==> src/rtl/dpram_tap_reader.sv <==
`default_nettype none
// +--------------------------------------------------------------------------+
// | dpram_tap_reader: delayed-tap read controller for the dual-port sample    |
// | RAM, with muted warm-up and a 4-deep valid/ready output FIFO. Rev 1.0     |
// +--------------------------------------------------------------------------+
module dpram_tap_reader #(
  parameter int DATA_WIDTH = 16,
  parameter int ADDR_WIDTH = 11
) (
  input  logic                  clk,
  input  logic                  rst,
  input  logic [ADDR_WIDTH-1:0] wr_addr,
  input  logic                  wr_strobe,
  input  logic [ADDR_WIDTH-1:0] delay,
  input  logic                  delay_load,
  output logic                  rden,
  output logic [ADDR_WIDTH-1:0] rdaddress,
  input  logic [DATA_WIDTH-1:0] q,
  output logic [DATA_WIDTH-1:0] m_data,
  output logic                  m_valid,
  input  logic                  m_ready,
  output logic                  overrun
);

  localparam logic [ADDR_WIDTH-1:0] ADDR_ONE  = ADDR_WIDTH'(1);
  localparam logic [3:0]            PEND_FULL = 4'hF;
  localparam logic [2:0]            FIFO_DEPTH = 3'd4;

  typedef enum logic [0:0] {
    WARM = 1'b0,
    RUN  = 1'b1
  } state_t;

  state_t                  state;
  state_t                  state_nxt;
  logic [ADDR_WIDTH-1:0]   rd_ptr;
  logic [ADDR_WIDTH-1:0]   dly;
  logic [ADDR_WIDTH-1:0]   fill;
  logic [3:0]              pend;
  logic                    mute_rd;
  logic                    cap_pending;
  logic                    mute_cap;
  logic [DATA_WIDTH-1:0]   fifo_mem [4];
  logic [1:0]              head;
  logic [1:0]              tail;
  logic [2:0]              fifo_count;
  logic [2:0]              occupancy;
  logic                    issue;
  logic                    strobe_in;
  logic                    push;
  logic                    pop;

  // FIFO entries plus reads still travelling through the RAM bound the issue rate
  assign occupancy = fifo_count + {2'b00, rden} + {2'b00, cap_pending};
  assign issue     = !delay_load && (pend != 4'd0) && (occupancy < FIFO_DEPTH);
  assign strobe_in = wr_strobe && !delay_load;
  assign push      = cap_pending && !delay_load;
  assign m_valid   = (fifo_count != 3'd0);
  assign pop       = m_valid && m_ready && !delay_load;
  assign m_data    = fifo_mem[head];

  always_ff @(posedge clk) begin
    if (rst) begin
      state <= (delay == '0) ? RUN : WARM;
    end else begin
      state <= state_nxt;
    end
  end

  always_comb begin
    state_nxt = state;
    if (delay_load) begin
      state_nxt = (delay == '0) ? RUN : WARM;
    end else if ((state == WARM) && issue && (fill == (dly - ADDR_ONE))) begin
      state_nxt = RUN;
    end
  end

  always_ff @(posedge clk) begin
    if (rst || delay_load) begin
      rd_ptr      <= wr_addr - delay;
      dly         <= delay;
      fill        <= '0;
      pend        <= 4'd0;
      rden        <= 1'b0;
      cap_pending <= 1'b0;
      mute_rd     <= 1'b0;
      mute_cap    <= 1'b0;
      if (rst) begin
        rdaddress <= '0;
      end
    end else begin
      rden        <= issue;
      cap_pending <= rden;
      mute_cap    <= mute_rd;
      if (issue) begin
        rdaddress <= rd_ptr;
        rd_ptr    <= rd_ptr + ADDR_ONE;
        mute_rd   <= (state == WARM);
        if (state == WARM) begin
          fill <= fill + ADDR_ONE;
        end
      end
      if (strobe_in && !issue) begin
        if (pend != PEND_FULL) begin
          pend <= pend + 4'd1;
        end
      end else if (!strobe_in && issue) begin
        pend <= pend - 4'd1;
      end
    end
  end

  always_ff @(posedge clk) begin
    if (rst) begin
      overrun <= 1'b0;
    end else if (strobe_in && !issue && (pend == PEND_FULL)) begin
      overrun <= 1'b1;
    end
  end

  always_ff @(posedge clk) begin
    if (rst) begin
      head       <= 2'd0;
      tail       <= 2'd0;
      fifo_count <= 3'd0;
      for (int i = 0; i < 4; i++) begin
        fifo_mem[i] <= '0;
      end
    end else if (delay_load) begin
      head       <= 2'd0;
      tail       <= 2'd0;
      fifo_count <= 3'd0;
    end else begin
      if (push) begin
        fifo_mem[tail] <= mute_cap ? '0 : q;
        tail           <= tail + 2'd1;
      end
      if (pop) begin
        head <= head + 2'd1;
      end
      case ({push, pop})
        2'b10:   fifo_count <= fifo_count + 3'd1;
        2'b01:   fifo_count <= fifo_count - 3'd1;
        default: fifo_count <= fifo_count;
      endcase
    end
  end

endmodule
`default_nettype wire

==> config.mk <==
export PLATFORM = sky130hd
export DESIGN_NAME = dpram_tap_reader
export DESIGN_NICKNAME = d
export VERILOG_FILES = /design/src/rtl/dpram_tap_reader.sv
export SDC_FILE = /design/constraint.sdc
export NUM_CORES = 1
export LEC_CHECK = 0
export CORE_ASPECT_RATIO = 1.1
export CORE_MARGIN = 10
export CORE_UTILIZATION = 45
export DETAILED_ROUTE_END_ITERATION = 10
export HOLD_SLACK_MARGIN = 0.03
export PLACE_DENSITY = 0.7
export SYNTH_ARGS = -nofsm -noshare
export SYNTH_HDL_FRONTEND = slang
export SYNTH_SLANG_ARGS = --single-unit
==> constraint.sdc <==
create_clock -name clk -period 6 [get_ports clk]
set_clock_uncertainty 0.05 [all_clocks]
set_input_delay 1.2 -clock clk [delete_from_list [all_inputs] [get_ports clk]]
set_output_delay 1.2 -clock clk [all_outputs]
set_load 0.1 [all_outputs]
==> impl_metrics.py <==
metrics = {
    "power_and_ir_drop": {
        "leakagePower_nw": 2.86,
        "ir_worst_vdd_mv": 0.153,
        "power_density_nw_per_um2": 307,
        "total_power_mw": 2.38,
    },
    "drt": {
        "avgViaCountPerCell": 5.16,
        "antenna_left": 0,
        "drc": 0,
        "vias": 4200,
        "wl_per_cell_um": 16.2,
        "wl_um": 13200,
        "first_pass_iters": 4,
        "drt_iter0_markers": 298,
    },
    "global_routing": {
        "grt-ovfl-total": 0,
        "grt_max_degree": 38,
        "grt_pass1_wl_um": 22000,
        "grt_usage_pct": 14.5,
        "antenna_found_initial": 0,
        "grt_pass1_vias": 4534,
    },
    "timing": {
        "setup-tns-final_ns": 0,
        "layout_min_cycle_time_ns": 4.30,
        "slew_viol_final": 0,
        "hold_viol": 0,
        "setup-violations-final": 0,
        "fin_ws_ns": 1.70,
        "relSlewSlack_pct": 24.8,
        "fin_crit_sh_pct": 71.7,
        "fmaxAchievable_ghz": 0.232,
        "rsz0062_at_grt": "no",
        "tightest_slew_ns": 1.13,
        "worst_hold_slack_ns": 0.425,
    },
    "die": {
        "die_w_um": 132,
        "fp.coreArea_um2": 13700,
        "ioPinCount": 73,
        "die-area_um2": 19000,
        "rows": 45,
        "start_util_pct": 45.5,
        "die_h_um": 143,
    },
    "cells_and_area": {
        "finalNetCount": 676,
        "num_antenna_cells": 0,
        "stdcell_area_um2": 7750,
        "drive_gt1_share_pct": 9.58,
        "fin_cells": 814,
        "fin_util_pct": 56.7,
        "area_growth_pct": 24.5,
    },
    "synthesis": {
        "syn_area_per_cell_um2": 11.6,
        "syn-cell-area_um2": 6230,
        "synth_top_cell_by_area": "edfxtp_1",
        "synth_flop_cell": "edfxtp_1",
        "synth_fp_nets": 598,
        "yosys.cell_count.top_type": "edfxtp_1",
        "netlist_instances": 535,
        "yosysTopAreaCellShare_pct": 47.2,
        "ys_top_cells_by_area": "edfxtp_1 (47%), dfxtp_1 (9.3%), mux4_2 (5.8%)",
        "synth_edf_count": 98,
        "yosysUniqueCellTypes": 59,
        "synth_commonest_cells": "edfxtp_1 (98), nor2_1 (88), inv_1 (35), nand2_1 (35), dfxtp_1 (29)",
        "synth-seq-area-share_pct": 56.6,
        "ys_ff_latch": 127,
        "ys_warn_count": 0,
        "async_reset_ff_share_pct": 0,
    },
    "clock_network": {
        "htree_levels": 4,
        "cts_resized": 0,
        "cts_root_buf": "clkbuf_16",
        "post_cts_buffers": 0,
        "numClockSinks": 127,
        "clk_path_buf_depth": 2,
        "hold_buffers": 0,
        "cts_tree": "done",
        "clkLatencyLatePin_ns": 0.41,
        "clk_pin_slew_worst_paths_ns": 0.05,
        "cts_buffers": 17,
    },
    "placement": {
        "io_buffers": 72,
        "place_inst": 782,
        "pre_cts_ws_ns": 1.78,
        "post-dp-hpwl_um": 9420,
        "placed_cell_area_um2": 7150,
        "gp_congestion": 0.849,
    },
    "setup_path": {
        "critical_path_class": "flip-flop to output port",
        "required_ns": 4.75,
        "reg2reg_depth": 11,
        "crit_fanout": 16,
        "endpoint_kind": "output port",
        "timing.rr.start": "pend[0]",
        "start_kind": "flip-flop",
        "worstReg2RegEnd": "pend[3]",
        "reg2reg_slack_ns": 3.16,
        "cp.arrival_ns": 3.05,
    },
    "status": {
        "status": "complete, no violations",
    },
    "worst_hold_path": {
        "whs_path_depth": 1,
        "hp-start": "mute_rd",
        "hp-class": "flip-flop to flip-flop",
        "min_to": "mute_cap",
    },
    "flow_run": {
        "drv_cap": 0,
    },
}
==> logic make-up (layout without fill, tap and decap cells) <==
group,count (synthesis),after routing,synth area share [%]
adder cells (fa/ha/maj),20,20,4.38
XOR/XNOR,48,48,6.75
AO/OA/AOI/OAI,57,57,6.31
flip-flops,127,127,56.6
buffers and inverters,57,148,3.47
multiplexers,19,19,6.29
AND/OR/NAND/NOR,207,207,16.2
==> worst max path at each step <==
stage,to,cells past startpoint,startpoint
after global placement,fifo_mem[0][4],6,delay_load
after global routing,m_data[14],2,flip-flop
after floorplan,rd_ptr[8],9,wr_addr[0]
after detailed placement,fifo_mem[0][3],6,delay_load
after CTS,m_data[14],2,flip-flop
final,m_data[14],2,flip-flop
==> power by group <==
group | total [mW] | internal [mW] | switching (mW)
Clock | 1.04 | 0.690 | 0.349
Sequential | 1.04 | 1.00 | 0.0361
Combinational | 0.305 | 0.114 | 0.190
==> worst max-delay path: stages, from the launching register on <==
cell and delay, ns:
dfxtp_1 1.02, mux4_2 0.62, clkdlybuf4s50_1 0.99
==> per-layer routing <==
layer	global-route usage (%)	vias to the layer above	wire [um]
met3	4.02	12	560
met4	6.20	0	155
li1	-	2064	-
met2	26.5	111	6870
met5	0	-	0
met1	15.6	2013	5640
==> final cells by class <==
class | instances | area [um^2]
inverter | 40 | 150
tap | 188 | 235
clock buffer | 20 | 437
fill | 1134 | 5930
multi-input combinational | 351 | 2490
timing repair buffer | 76 | 751
clock inverter | 12 | 168
sequential | 127 | 3520
==> state kept, by name, summed over array words and instances, names as in the netlist, 2 cells and up, named ones only <==
| register | count |
|---|---|
| dly | 11 |
| fifo_count | 3 |
| fifo_mem | 64 |
| fill | 11 |
| head | 2 |
| pend | 4 |
| rd_ptr | 11 |
| rdaddress | 11 |
| tail | 2 |
==> cell usage in the layout, fill, tap and decap left out, types with 9 or more instances in the layout <==
| cell | synthesis | layout |
|---|---|---|
| inv_1 | 35 | 35 |
| mux4_2 | 16 | 16 |
| a21oi_1 | 17 | 17 |
| clkbuf_16 | 0 | 17 |
| xor2_1 | 23 | 23 |
| nor2_1 | 88 | 88 |
| nand3_1 | 9 | 9 |
| clkdlybuf4s50_1 | 0 | 72 |
| xnor2_1 | 25 | 25 |
| dfxtp_1 | 29 | 29 |
| nand2_1 | 35 | 35 |
| and2_1 | 13 | 13 |
| ha_1 | 17 | 17 |
| edfxtp_1 | 98 | 98 |
(Power assumes the default switching activity.)
